## src/rtl/codificador_hamming_tx.sv

```systemverilog
// codificador_hamming_tx: transmit side of the Hamming SECDED lab link.
// Debounces the load button, captures the switch nibble plus the error
// injection settings on a press, encodes an extended Hamming(7,4) word with
// optional 1/2-bit error injection and offers it on a valid/ready handshake.
//
// Ports:
//   clk          system clock
//   rst_n        asynchronous active-low reset
//   dato_i       data nibble (dato_i[0] = d0)
//   btn_cargar_i raw, bouncing load button (active high)
//   err_modo_i   00 none, 01 single, 10 double, 11 none
//   err_pos_i    bit index of the injected error
//   ready_i      receiver accepts the word
//   valid_o      palabra_o holds a valid word
//   palabra_o    encoded word with error injection applied
//   ocupado_o    FSM not in IDLE
//   cuenta_o     number of completed handshakes (wraps)
module codificador_hamming_tx #(
    parameter int unsigned DEBOUNCE_CYCLES = 270000,
    parameter int unsigned CNT_W           = 8
) (
    input  logic             clk,
    input  logic             rst_n,
    input  logic [3:0]       dato_i,
    input  logic             btn_cargar_i,
    input  logic [1:0]       err_modo_i,
    input  logic [2:0]       err_pos_i,
    input  logic             ready_i,
    output logic             valid_o,
    output logic [7:0]       palabra_o,
    output logic             ocupado_o,
    output logic [CNT_W-1:0] cuenta_o
);

    localparam int unsigned DB_W = (DEBOUNCE_CYCLES > 1) ? $clog2(DEBOUNCE_CYCLES) : 1;
    localparam logic [DB_W-1:0] DB_MAX = DB_W'(DEBOUNCE_CYCLES - 1);

    typedef enum logic [1:0] {
        IDLE     = 2'd0,
        CODIFICA = 2'd1,
        ENVIA    = 2'd2
    } state_t;

    // Clean word: bit index equals Hamming position, bit 0 is overall parity.
    function automatic logic [7:0] codifica(input logic [3:0] d);
        logic [7:0] w;
        logic       p1;
        logic       p2;
        logic       p4;
        p1 = d[0] ^ d[1] ^ d[3];
        p2 = d[0] ^ d[2] ^ d[3];
        p4 = d[1] ^ d[2] ^ d[3];
        w  = {d[3], d[2], d[1], p4, d[0], p2, p1, 1'b0};
        w[0] = ^w[7:1];
        return w;
    endfunction

    // Error mask; the double-error partner bit wraps from 7 to 0.
    function automatic logic [7:0] mascara(input logic [1:0] modo, input logic [2:0] pos);
        logic [7:0] m;
        case (modo)
            2'b01:   m = 8'h01 << pos;
            2'b10:   m = (8'h01 << pos) | (8'h01 << 3'(pos + 3'd1));
            default: m = 8'h00;
        endcase
        return m;
    endfunction

    logic             sinc1_q, sinc2_q;
    logic             deb_q, deb_d;
    logic             deb_prev_q;
    logic [DB_W-1:0]  db_cnt_q, db_cnt_d;
    logic             press_c;

    state_t           state_q, state_d;
    logic [3:0]       dato_cap_q, dato_cap_d;
    logic [1:0]       modo_cap_q, modo_cap_d;
    logic [2:0]       pos_cap_q, pos_cap_d;
    logic [7:0]       palabra_q, palabra_d;
    logic             valid_q, valid_d;
    logic             ocupado_q, ocupado_d;
    logic [CNT_W-1:0] cuenta_q, cuenta_d;

    // Debounce: a new level is accepted after DEBOUNCE_CYCLES consecutive
    // samples that disagree with the current level; any agreeing sample
    // restarts the count.
    always_comb begin
        deb_d    = deb_q;
        db_cnt_d = '0;
        if (sinc2_q != deb_q) begin
            if (db_cnt_q == DB_MAX) begin
                deb_d    = sinc2_q;
                db_cnt_d = '0;
            end else begin
                db_cnt_d = db_cnt_q + DB_W'(1);
            end
        end
    end

    // The press event is seen one cycle after the debounced edge.
    assign press_c = deb_q & ~deb_prev_q;

    // Input synchronizer and debounce registers.
    always_ff @(posedge clk or negedge rst_n) begin
        if (!rst_n) begin
            sinc1_q    <= 1'b0;
            sinc2_q    <= 1'b0;
            deb_q      <= 1'b0;
            deb_prev_q <= 1'b0;
            db_cnt_q   <= '0;
        end else begin
            sinc1_q    <= btn_cargar_i;
            sinc2_q    <= sinc1_q;
            deb_q      <= deb_d;
            deb_prev_q <= deb_q;
            db_cnt_q   <= db_cnt_d;
        end
    end

    // State register plus registered outputs and captured operands.
    always_ff @(posedge clk or negedge rst_n) begin
        if (!rst_n) begin
            state_q    <= IDLE;
            dato_cap_q <= 4'h0;
            modo_cap_q <= 2'b00;
            pos_cap_q  <= 3'd0;
            palabra_q  <= 8'h00;
            valid_q    <= 1'b0;
            ocupado_q  <= 1'b0;
            cuenta_q   <= '0;
        end else begin
            state_q    <= state_d;
            dato_cap_q <= dato_cap_d;
            modo_cap_q <= modo_cap_d;
            pos_cap_q  <= pos_cap_d;
            palabra_q  <= palabra_d;
            valid_q    <= valid_d;
            ocupado_q  <= ocupado_d;
            cuenta_q   <= cuenta_d;
        end
    end

    // Next-state logic; presses outside IDLE are simply dropped.
    always_comb begin
        state_d = state_q;
        case (state_q)
            IDLE:     if (press_c) state_d = CODIFICA;
            CODIFICA: state_d = ENVIA;
            ENVIA:    if (valid_q && ready_i) state_d = IDLE;
            default:  state_d = IDLE;
        endcase
    end

    // Output / datapath next values.
    always_comb begin
        dato_cap_d = dato_cap_q;
        modo_cap_d = modo_cap_q;
        pos_cap_d  = pos_cap_q;
        palabra_d  = palabra_q;
        valid_d    = valid_q;
        cuenta_d   = cuenta_q;
        ocupado_d  = (state_d != IDLE);
        case (state_q)
            IDLE: begin
                if (press_c) begin
                    dato_cap_d = dato_i;
                    modo_cap_d = err_modo_i;
                    pos_cap_d  = err_pos_i;
                end
            end
            CODIFICA: begin
                palabra_d = codifica(dato_cap_q) ^ mascara(modo_cap_q, pos_cap_q);
                valid_d   = 1'b1;
            end
            ENVIA: begin
                if (valid_q && ready_i) begin
                    valid_d  = 1'b0;
                    cuenta_d = cuenta_q + CNT_W'(1);
                end
            end
            default: begin
                valid_d = 1'b0;
            end
        endcase
    end

    assign valid_o   = valid_q;
    assign palabra_o = palabra_q;
    assign ocupado_o = ocupado_q;
    assign cuenta_o  = cuenta_q;

endmodule
```

## config.mk

```make
export PLATFORM = sky130hd
export DESIGN_NAME = codificador_hamming_tx
export DESIGN_NICKNAME = d
export VERILOG_FILES = /design/src/rtl/codificador_hamming_tx.sv
export SDC_FILE = /design/constraint.sdc
export NUM_CORES = 1
export LEC_CHECK = 0
export BUFFER_PORTS_ARGS = -buffer_cell sky130_fd_sc_hd__buf_2
export CAP_MARGIN = 20
export CORE_MARGIN = 8
export CORE_UTILIZATION = 57
export CTS_CLUSTER_DIAMETER = 200
export DETAILED_ROUTE_END_ITERATION = 7
export PLACE_DENSITY_LB_ADDON = 0.12
export SYNTH_ARGS = -nofsm -noshare
export SYNTH_HDL_FRONTEND = slang
export SYNTH_SLANG_ARGS = --single-unit
```

## constraint.sdc

```tcl
create_clock -name clk -period 2.2 [get_ports clk]
set_input_delay 0.11 -clock clk [delete_from_list [all_inputs] [get_ports clk]]
set_output_delay 0.11 -clock clk [all_outputs]
set_load 0.03 [all_outputs]
```

==> impl_metrics.csv <==
group,metric,value,unit
power,power_density,590,mW/mm²
drt,wl_met2,2200,µm
synth,muxShareOfSynthArea,4.12,%
synth,yosysUniqueCellTypes,41,
drt,routed_wl,4300,µm
floorplanning,ios,31,
synth,synth.avg_cell_area,11.0,µm²
placed_design,post-place-ws,0.412,ns
clock_tree,cts_buffers,5,
floorplanning,coreArea,0.00426,mm²
floorplanning,start_util,57.7,%
sta,finClkSkew,0.00497,ns
worst_setup_path,path_max_fanout,10,
sta,setup-violations-final,0,
cells_and_area,antenna_cells,0,
drt,antenna_left,0,
cells_and_area,nets,272,
drt,wl_per_cell,14.0,µm
drt,met3_length,166,µm
sta,slew_viol_final,0,
worst_setup_path,crit_type,"register to register",
sta,rsz0062_at_grt,"no",
synth,synthesis.area,0.00246,mm²
sta,setup_ws,0.411,ns
clock_tree,cts_tree,"yes",
clock_tree,path_clk_slew,0.09,ns
sta,maxSlewHeadroom,67.4,%
synth,synth_fa_ha_area_share,2.03,%
sta,hold_slack,0.0307,ns
synth,ys_ff_latch,52,
cells_and_area,final_cell_mix,"52 x dfrtp_1, 30 x buf_2, 21 x xor2_1",
synth,synth_compound_area_share,7.16,%
floorplanning,die_h,81.7,µm
global_routing,antenna_found_initial,0,
clock_tree,cts_sinks,52,
cells_and_area,drive_above_1_share,21.5,%
run,cap_violations,0,
hold_path,min_path_type,"input pin to register",
global_routing,grt_pass1_vias,1627,
placed_design,io_buffers,30,
synth,synth_nets,240,
floorplanning,dieArea,0.00668,mm²
drt,drc_errors,0,
synth,syn_inst,223,
sta,min_period,1.79,ns
clock_tree,cts-root-buf,"clkbuf_8",
placed_design,place_inst,298,
sta,worstMarginPinSlew,0.487,ns
synth,synth-simple-area-share,19.8,%
synth,synth_xor_area_share,11.7,%
worst_setup_path,crit_arrival,1.96,ns
sta,finalHoldViolCount,0,
drt,dr.pass1.iters,4,
worst_setup_path,cp_data_required_time,2.37,ns
clock_tree,postCtsSetupRepairBufs,0,
sta,setup_tns,0,ns
sta,post-route-period-util,81.3,%
synth,yosys_warnings,0,
global_routing,overflow,0,
global_routing,grtUsageTotal,14.1,%
cells_and_area,layout_commonest_cell,"dfrtp_1",
floorplanning,die_w,81.7,µm
floorplanning,row_count,24,
global_routing,grt_max_degree,53,
drt,vias_per_cell,5.45,
global_routing,grt_pass1_wl,7420,µm
placed_design,place.gp.congestion,0.842,
clock_tree,cts_max_path_buffers,2,
drt,vias,1680,
cells_and_area,area_growth_syn_to_layout,13.2,%
cells_and_area,final_cells,308,
worst_setup_path,cp-end-kind,"register",
power,cellLeakagePower,1.28,nW
placed_design,dp_hpwl,3100,µm
power,peakVddDrop,0.000386,V
run_status,status,"completed",
synth,ys_seq_area_share,52.8,%
clock_tree,htreeDepth,2,
drt,wl_met1,1870,µm
drt,drtIter0Drc,71,
worst_setup_path,startpoint_type,"register",
sta,max_freq,559,MHz
clock_tree,clock_latency,0.30,ns
drt,dr.max_layer_used,"met4",
synth,synth_top_family_by_area,"simple AND/OR/NAND/NOR gates",
-- worst paths after layout --
check,cells past startpoint,end,from,slack [ns]
hold / removal,3,modo_cap_q[1]$_DFFE_PN0P_,err_modo_i[1],0.03
hold reg to reg,0,sinc2_q$_DFF_PN0_,sinc1_q$_DFF_PN0_,0.36
setup reg to reg,6,palabra_o[4]$_DFFE_PN0N_,modo_cap_q[0]$_DFFE_PN0P_,0.41
max in group asynchronous,3,db_cnt_q[6]$_DFF_PN0_,rst_n,1.64
min in group asynchronous,3,db_cnt_q[15]$_DFF_PN0_,rst_n,0.32
setup / recovery,6,palabra_o[4]$_DFFE_PN0N_,modo_cap_q[0]$_DFFE_PN0P_,0.41
-- where the power goes --
| group | internal [mW] | total [mW] | switching (mW) |
|---|---|---|---|
| Combinational | 0.0192 | 0.0505 | 0.0313 |
| Sequential | 0.961 | 0.966 | 0.00498 |
| Clock | 0.338 | 0.628 | 0.291 |
| Total | 1.32 | 1.64 | 0.327 |
-- worst max-delay path, stage by stage (launching register included) --
cell	delay (ns)
dfrtp_1	0.35
inv_1	0.05
ha_1	0.39
or3b_2	0.47
o32ai_1	0.15
xor2_1	0.16
o21ai_0	0.08
-- through the flow --
stage,utilization [%],power (mW),instance area (µm²)
finish,65.4,1.64,2790
CTS,65.4,1.68,2790
global placement,62.4,1.03,2660
detailed placement,62.4,1.04,2660
global route,65.4,1.72,2790
floorplan,-,0.999,2460
-- final cells by class --
class / instances / area (µm²)
fill: 365 / 1480
sequential: 52 / 1300
multi-input combinational: 159 / 1100
timing repair buffer: 34 / 198
clock buffer: 6 / 72.6
tap: 52 / 65.1
clock inverter: 2 / 35.0
inverter: 3 / 11.3
-- registers in the layout, summed over array words and instances (netlist names), 2 cells and up --
register and count:
cuenta_o 8, palabra_o 8, modo_cap_q 2, pos_cap_q 3, state_q 2, dato_cap_q 4, db_cnt_q 19
-- synthesized netlist by cell type (all sizes together) --
library cell / instances / area [µm²]
or3b: 1 / 8.76
and3: 1 / 6.26
xor2: 21 / 184
or2: 1 / 6.26
inv: 3 / 11.3
or3: 5 / 31.3
nor4bb: 1 / 10.0
xnor2: 12 / 105
and2: 1 / 6.26
o22ai: 1 / 6.26
nor3: 1 / 5.00
clkbuf: 4 / 15.0
o21ai: 15 / 86.3
nor4b: 4 / 41.3
ha: 4 / 50.1
buf: 5 / 30.0
o32ai: 1 / 8.76
nor2b: 1 / 6.26
nand3b: 2 / 15.0
nand4: 10 / 62.6
or4: 2 / 15.0
nor2: 19 / 71.3
mux2: 9 / 101
o21a: 2 / 15.0
a31oi: 2 / 12.5
dfrtp: 52 / 1300
nor4: 1 / 6.26
nand3: 9 / 57.6
nand2: 16 / 60.1
o21bai: 1 / 7.51
o31ai: 2 / 15.0
and4: 6 / 56.3
a21oi: 5 / 25.0
and4b: 1 / 10.0
nand2b: 2 / 12.5
-- per-layer routing --
layer	track usage (%)	vias to the layer above
met3	4.16	4
met1	16.8	810
li1	-	846
met2	24.0	20
met5	0	-
met4	4.74	0
-- repair_timing --
action / in CTS / in global routing
endpoints found under the hold margin: 53 / 0
hold buffers: 2 / 0
gates resized for setup: 0 / 0
-- cell families after synthesis --
kind of cell | count (synthesis)
buffers and inverters | 12
adders and majority gates | 4
and+or+nand+nor | 84
DFF | 52
muxes | 9
AOI/OAI and AO/OA | 29
xor gates and xnor gates | 33
No activity file was read; power rests on OpenSTA's default activity.
